===== config.mk =====
export PLATFORM = sky130hd
export DESIGN_NAME = multicycle_controller
export DESIGN_NICKNAME = d
export VERILOG_FILES = /design/src/rtl/multicycle_controller.sv
export SDC_FILE = /design/constraint.sdc
export NUM_CORES = 1
export LEC_CHECK = 0
export CORE_ASPECT_RATIO = 1.25
export CORE_UTILIZATION = 28
export DETAILED_ROUTE_END_ITERATION = 7
export PLACE_DENSITY = 0.56
export SYNTH_ARGS = -nofsm -noshare
export SYNTH_HDL_FRONTEND = slang
export SYNTH_SLANG_ARGS = --single-unit
export TNS_END_PERCENT = 50

===== constraint.sdc =====
create_clock -name i_clk_w -period 2.8 [get_ports i_clk_w]
set_clock_uncertainty 0.2 [all_clocks]
set_input_delay 0.56 -clock i_clk_w [delete_from_list [all_inputs] [get_ports i_clk_w]]
set_output_delay 0.56 -clock i_clk_w [all_outputs]
set_load 0.05 [all_outputs]

===== src/rtl/multicycle_controller.sv =====
// Multicycle MIPS control FSM with memory-ready handshake and retired-instruction counter.
// Define MC_BNE_EN to decode bne (opcode 000101) through the BRANCH state.
module multicycle_controller #(
  parameter int unsigned CNT_W = 32
) (
  input  logic             i_clk_w,
  input  logic             i_rst_w,
  input  logic [5:0]       i_op_w,
  input  logic [5:0]       i_funct_w,
  input  logic             i_zero_w,
  input  logic             i_mem_ready_w,
  output logic             o_iord_w,
  output logic             o_mem_write_w,
  output logic             o_ir_write_w,
  output logic             o_pc_en_w,
  output logic             o_reg_write_w,
  output logic             o_reg_dst_w,
  output logic             o_mem_to_reg_w,
  output logic             o_alu_src_a_w,
  output logic [1:0]       o_alu_src_b_w,
  output logic [1:0]       o_pc_src_w,
  output logic [2:0]       o_alu_control_w,
  output logic             o_illegal_w,
  output logic [3:0]       o_state_w,
  output logic [CNT_W-1:0] o_instr_count_w
);

  typedef enum logic [3:0] {
    StFetch  = 4'd0,
    StDecode = 4'd1,
    StMemAdr = 4'd2,
    StMemRd  = 4'd3,
    StMemWb  = 4'd4,
    StMemWr  = 4'd5,
    StExec   = 4'd6,
    StAluWb  = 4'd7,
    StBranch = 4'd8,
    StAddiEx = 4'd9,
    StAddiWb = 4'd10,
    StJump   = 4'd11
  } state_e;

  localparam logic [5:0] OpRtype = 6'b000000;
  localparam logic [5:0] OpLw    = 6'b100011;
  localparam logic [5:0] OpSw    = 6'b101011;
  localparam logic [5:0] OpBeq   = 6'b000100;
  localparam logic [5:0] OpAddi  = 6'b001000;
  localparam logic [5:0] OpJ     = 6'b000010;
`ifdef MC_BNE_EN
  localparam logic [5:0] OpBne   = 6'b000101;
`endif

  localparam logic [2:0] AluAdd = 3'b010;
  localparam logic [2:0] AluSub = 3'b110;
  localparam logic [2:0] AluAnd = 3'b000;
  localparam logic [2:0] AluOr  = 3'b001;
  localparam logic [2:0] AluSlt = 3'b111;

  state_e           state_q, state_d;
  logic [CNT_W-1:0] cnt_q, cnt_d;
  logic             retire;

  // Raw enables before reset gating.
  logic mem_write, ir_write, pc_en, reg_write, illegal;

  logic op_legal;
  logic branch_take;

  always_comb begin
    op_legal = 1'b0;
    case (i_op_w)
      OpLw, OpSw, OpRtype, OpBeq, OpAddi, OpJ: op_legal = 1'b1;
`ifdef MC_BNE_EN
      OpBne:                                   op_legal = 1'b1;
`endif
      default:                                 op_legal = 1'b0;
    endcase
  end

`ifdef MC_BNE_EN
  // Remembers whether the branch in flight is bne so BRANCH can invert the zero test.
  logic is_bne_q, is_bne_d;

  always_comb begin
    is_bne_d = is_bne_q;
    if (state_q == StDecode) is_bne_d = (i_op_w == OpBne);
  end

  always_ff @(posedge i_clk_w or negedge i_rst_w) begin
    if (!i_rst_w) is_bne_q <= 1'b0;
    else          is_bne_q <= is_bne_d;
  end

  assign branch_take = is_bne_q ? ~i_zero_w : i_zero_w;
`else
  assign branch_take = i_zero_w;
`endif

  // State and counter registers
  always_ff @(posedge i_clk_w or negedge i_rst_w) begin
    if (!i_rst_w) begin
      state_q <= StFetch;
      cnt_q   <= '0;
    end else begin
      state_q <= state_d;
      cnt_q   <= cnt_d;
    end
  end

  // Next-state logic
  always_comb begin
    state_d = state_q;
    retire  = 1'b0;
    unique case (state_q)
      StFetch:  if (i_mem_ready_w) state_d = StDecode;
      StDecode: begin
        case (i_op_w)
          OpLw, OpSw: state_d = StMemAdr;
          OpRtype:    state_d = StExec;
          OpBeq:      state_d = StBranch;
`ifdef MC_BNE_EN
          OpBne:      state_d = StBranch;
`endif
          OpAddi:     state_d = StAddiEx;
          OpJ:        state_d = StJump;
          default:    state_d = StFetch;
        endcase
      end
      StMemAdr: state_d = (i_op_w == OpSw) ? StMemWr : StMemRd;
      StMemRd:  if (i_mem_ready_w) state_d = StMemWb;
      StMemWb: begin
        state_d = StFetch;
        retire  = 1'b1;
      end
      StMemWr: begin
        if (i_mem_ready_w) begin
          state_d = StFetch;
          retire  = 1'b1;
        end
      end
      StExec:   state_d = StAluWb;
      StAluWb, StBranch, StAddiWb, StJump: begin
        state_d = StFetch;
        retire  = 1'b1;
      end
      StAddiEx: state_d = StAddiWb;
      default:  state_d = StFetch;
    endcase
  end

  assign cnt_d = retire ? cnt_q + CNT_W'(1) : cnt_q;

  // Output decode
  always_comb begin
    o_iord_w        = 1'b0;
    mem_write       = 1'b0;
    ir_write        = 1'b0;
    pc_en           = 1'b0;
    reg_write       = 1'b0;
    o_reg_dst_w     = 1'b0;
    o_mem_to_reg_w  = 1'b0;
    o_alu_src_a_w   = 1'b0;
    o_alu_src_b_w   = 2'b00;
    o_pc_src_w      = 2'b00;
    o_alu_control_w = AluAdd;
    illegal         = 1'b0;
    unique case (state_q)
      StFetch: begin
        o_alu_src_b_w = 2'b01;
        ir_write      = i_mem_ready_w;
        pc_en         = i_mem_ready_w;
      end
      StDecode: begin
        o_alu_src_b_w = 2'b11;
        illegal       = ~op_legal;
      end
      StMemAdr: begin
        o_alu_src_a_w = 1'b1;
        o_alu_src_b_w = 2'b10;
      end
      StMemRd: o_iord_w = 1'b1;
      StMemWb: begin
        o_mem_to_reg_w = 1'b1;
        reg_write      = 1'b1;
      end
      StMemWr: begin
        o_iord_w  = 1'b1;
        mem_write = 1'b1;
      end
      StExec: begin
        o_alu_src_a_w = 1'b1;
        case (i_funct_w)
          6'b100000: o_alu_control_w = AluAdd;
          6'b100010: o_alu_control_w = AluSub;
          6'b100100: o_alu_control_w = AluAnd;
          6'b100101: o_alu_control_w = AluOr;
          6'b101010: o_alu_control_w = AluSlt;
          default:   illegal         = 1'b1;
        endcase
      end
      StAluWb: begin
        o_reg_dst_w = 1'b1;
        reg_write   = 1'b1;
      end
      StBranch: begin
        o_alu_src_a_w   = 1'b1;
        o_alu_control_w = AluSub;
        o_pc_src_w      = 2'b01;
        pc_en           = branch_take;
      end
      StAddiEx: begin
        o_alu_src_a_w = 1'b1;
        o_alu_src_b_w = 2'b10;
      end
      StAddiWb: reg_write = 1'b1;
      StJump: begin
        o_pc_src_w = 2'b10;
        pc_en      = 1'b1;
      end
      default: ;
    endcase
  end

  // Enables and the illegal pulse are suppressed as soon as reset asserts.
  assign o_mem_write_w   = mem_write & i_rst_w;
  assign o_ir_write_w    = ir_write  & i_rst_w;
  assign o_pc_en_w       = pc_en     & i_rst_w;
  assign o_reg_write_w   = reg_write & i_rst_w;
  assign o_illegal_w     = illegal   & i_rst_w;
  assign o_state_w       = state_q;
  assign o_instr_count_w = cnt_q;

endmodule


==> impl_metrics.json <==
{
  "finalWeightedCongestion": 0.8146,
  "track_usage_pct": 15.48,
  "reg2reg_to": "o_instr_count_w[22]",
  "hold_path.class": "reg -> reg",
  "n_fill_cell": 707,
  "synthTopCellsByArea": "dfrtp_1 (44%), xnor2_1 (9.8%), xor2_1 (4.7%), nand3_1 (4.6%), nor2_1 (4.0%)",
  "grt_pass1_vias": 1885,
  "core-area_mm2": 0.007019,
  "firstDrtPassIters": 5,
  "worst-setup-path-type": "in -> out",
  "async_flop_share_pct": 100.0,
  "end_kind": "primary output",
  "slowest_delay_ns": 0.47,
  "final.setup.tns_ns": 0,
  "max-cap-violations": 0,
  "holdWs_ns": 0.2717,
  "ff2ff_path_depth": 5,
  "cp_data_required_time_ns": 2.04,
  "crit_path_cell_trace": "clkdlybuf4s50_1 > nor4_1 > o21ai_0 > nand4_1 > o22ai_2 > buf_12",
  "netlist_instances": 216,
  "min_from": "o_instr_count_w[31]",
  "rsz0062_at_grt": "true",
  "via_count": 1919,
  "worst_pin_slew_ns": 0.5335,
  "detailed_place_hpwl_um": 4037,
  "setup_violations": 0,
  "pre_cts_slack_ns": -0.007538,
  "postRouteAntennaNets": 0,
  "die_w_um": 78.59,
  "dieArea_mm2": 0.007681,
  "cp.arrival_ns": 1.99,
  "syn_to_final_growth_pct": 54.11,
  "vias_per_cell": 4.883,
  "drt-wirelength-per-cell_um": 13.66,
  "status": "finished, final reports clean",
  "grt_pass1_wl_um": 9342,
  "route.final.wire_length_um": 5368,
  "antennaDiodeCount": 0,
  "clk_pin_slew_ns": 0.07,
  "grt-ovfl-total": 0,
  "ys_ff_latch": 36,
  "h-tree-depth": 2,
  "powerDensity_mw_per_mm2": 692.2,
  "slew_viol_final": 0,
  "fin_crit_ns": 2.755,
  "startpoint": "i_op_w[1]",
  "power_leakage_nw": 1.336,
  "clk_path_buf_depth": 2,
  "ys.flop_type": "dfrtp_1",
  "yosysWarnings": 0,
  "fp-row-count": 34,
  "critPathMaxFanout": 5,
  "avgSynthCellArea_um2": 9.506,
  "finalHoldViolCount": 0,
  "clock_latency_ns": 0.28,
  "endpoint": "o_illegal_w",
  "num_io_pins": 68,
  "grt_max_degree": 26,
  "cts.sinks": 36,
  "synth_top_area_share_pct": 43.88,
  "slowest_stage": "clkdlybuf4s50_1",
  "nets": 319,
  "worst_setup_path_start_kind": "input pin",
  "cts_buffers": 5,
  "worstReg2RegStart": "o_state_w[0]",
  "drt_iter0_drc": 48,
  "worst_slack_ns": 0.04524,
  "cts_root_buf": "clkbuf_8",
  "fin_crit_sh_pct": 98.38,
  "fmax_ghz": 0.3630,
  "die_y_um": 97.74,
  "route.detailed.drc": 0,
  "cts_tree": "done",
  "ir_drop_mv": 0.9274,
  "drive_gt1_share_pct": 17.49,
  "finalPower_mw": 2.190,
  "dp_cells": 381,
  "start_util_pct": 29.25,
  "synth_top_area_cell": "dfrtp_1",
  "synth_cell_types": 42,
  "synth-edff-count": 0,
  "timing.slew.headroom_pct": 64.32,
  "place.port_buffers": 67,
  "ys_seq_area_share_pct": 43.88,
  "syn-num-nets": 233,
  "antenna_found_initial": 0,
  "reg2reg_setup_slack_ns": 0.48,
  "netlist_area_mm2": 0.002053,
  "final_cells": 393
}
## cell usage after synthesis (all sizes together), types with 2 or more instances
cell type,n
xnor2,23
nand2,14
o22ai,2
or4,3
nor3,11
nor4,5
nand2b,4
and3,7
and2b,2
o21ai,7
o21bai,2
mux2i,2
o2111ai,2
nor2b,5
and4,3
dfrtp,36
clkbuf,4
a21oi,3
nand3,19
xor2,11
nor2,22
nand4,8
inv,7
## cell usage in the layout, fill, tap and decap left out, types with 2 or more instances in the layout
master           Yosys  layout
clkbuf_8             0       5
dlymetal6s2s_1       0       2
a21oi_1              2       2
clkdlybuf4s50_1      0      49
mux2i_1              2       2
dfrtp_1             36      36
nor2_1              22      22
xnor2_1             23      23
nand3_1             19      19
nand4_1              8       8
nor4_1               4       3
and3_1               7       7
buf_4                0      21
xor2_1              11      11
nor3_2               0       3
buf_12               0       7
o21ai_0              7       7
nor3_1              10       7
o2111ai_1            2       2
nand2b_1             4       4
dlygate4sd3_1        0       3
inv_1                7       7
or4_4                2       2
nand2_1             14      14
nor2b_1              5       4
and4_1               3       3
## state kept, by name, summed over array words and instances, names as in the netlist
name / flops
o_instr_count_w: 32
o_state_w: 4
## report_power, final
group	switching, mW	total [mW]	internal [mW]
registers	0.102	0.677	0.575
logic	0.666	1.07	0.404
clock network	0.179	0.443	0.264
total	0.947	2.19	1.24
## cells by family after synthesis
logic type	count (synthesis)	synth area share, %
AND/OR/NAND/NOR	106	28.89
flip-flops	36	43.88
adder cells (fa/ha/maj)	1	0.6093
buffers and inverters	12	2.194
XOR/XNOR	34	14.50
multiplexers	3	1.523
AO/OA/AOI/OAI	24	8.410
## worst max-delay path, delay by kind of cell
| kind | cells | cell delay (ns) |
|---|---|---|
| simple gates | 2 | 0.54 |
| buf+inv | 2 | 0.64 |
| compound gates | 2 | 0.25 |
## metal layers
metal | vias up | global-route usage, % | routed length (um)
li1 | 947 | - | -
met1 | 911 | 20.12 | 2478
met2 | 55 | 25.22 | 2616
met3 | 6 | 3.458 | 200
met4 | 0 | 5.128 | 73
met5 | - | 0 | 0
## final cells by class
type / count / area, um2 / area share [%]
well taps: 90 / 112.6 / 3.559
flip-flops and latches: 36 / 900.9 / 28.47
inverters: 7 / 26.28 / 0.8304
repair buffers: 84 / 873.3 / 27.60
clock inverters: 2 / 35.03 / 1.107
clock buffers: 6 / 72.57 / 2.293
multi-input cells: 168 / 1144 / 36.14
## how the worst min path moves through the flow
stage,cells past startpoint,slack [ns],endpoint
2_1_floorplan,0,0.06,o_instr_count_w[0]
5_1_grt,1,0.32,o_instr_count_w[23]
3_3_place_gp,1,0.26,o_instr_count_w[31]
6_report,1,0.27,o_instr_count_w[31]
4_1_cts,1,0.28,o_instr_count_w[31]
3_5_place_dp,1,0.27,o_instr_count_w[31]
## stage by stage
stage          cell area [um2]  util [%]
6_report                  3164     45.08
5_1_grt                   3164     45.08
4_1_cts                   3138     44.71
3_5_place_dp              2994     42.66
3_3_place_gp              2994     42.66
2_1_floorplan             2074         -
## timing repair
item | 4_1_cts | 5_1_grt
setup buffers | 0 | 1
endpoints found under the hold margin | 1 | 0
resized for setup | 1 | 5
pin swaps | 0 | 2
hold buffers | 3 | 0
setup endpoints to repair | 1 | 2
gates cloned | 0 | 0
Note: power is estimated with default switching activity, not from simulation.
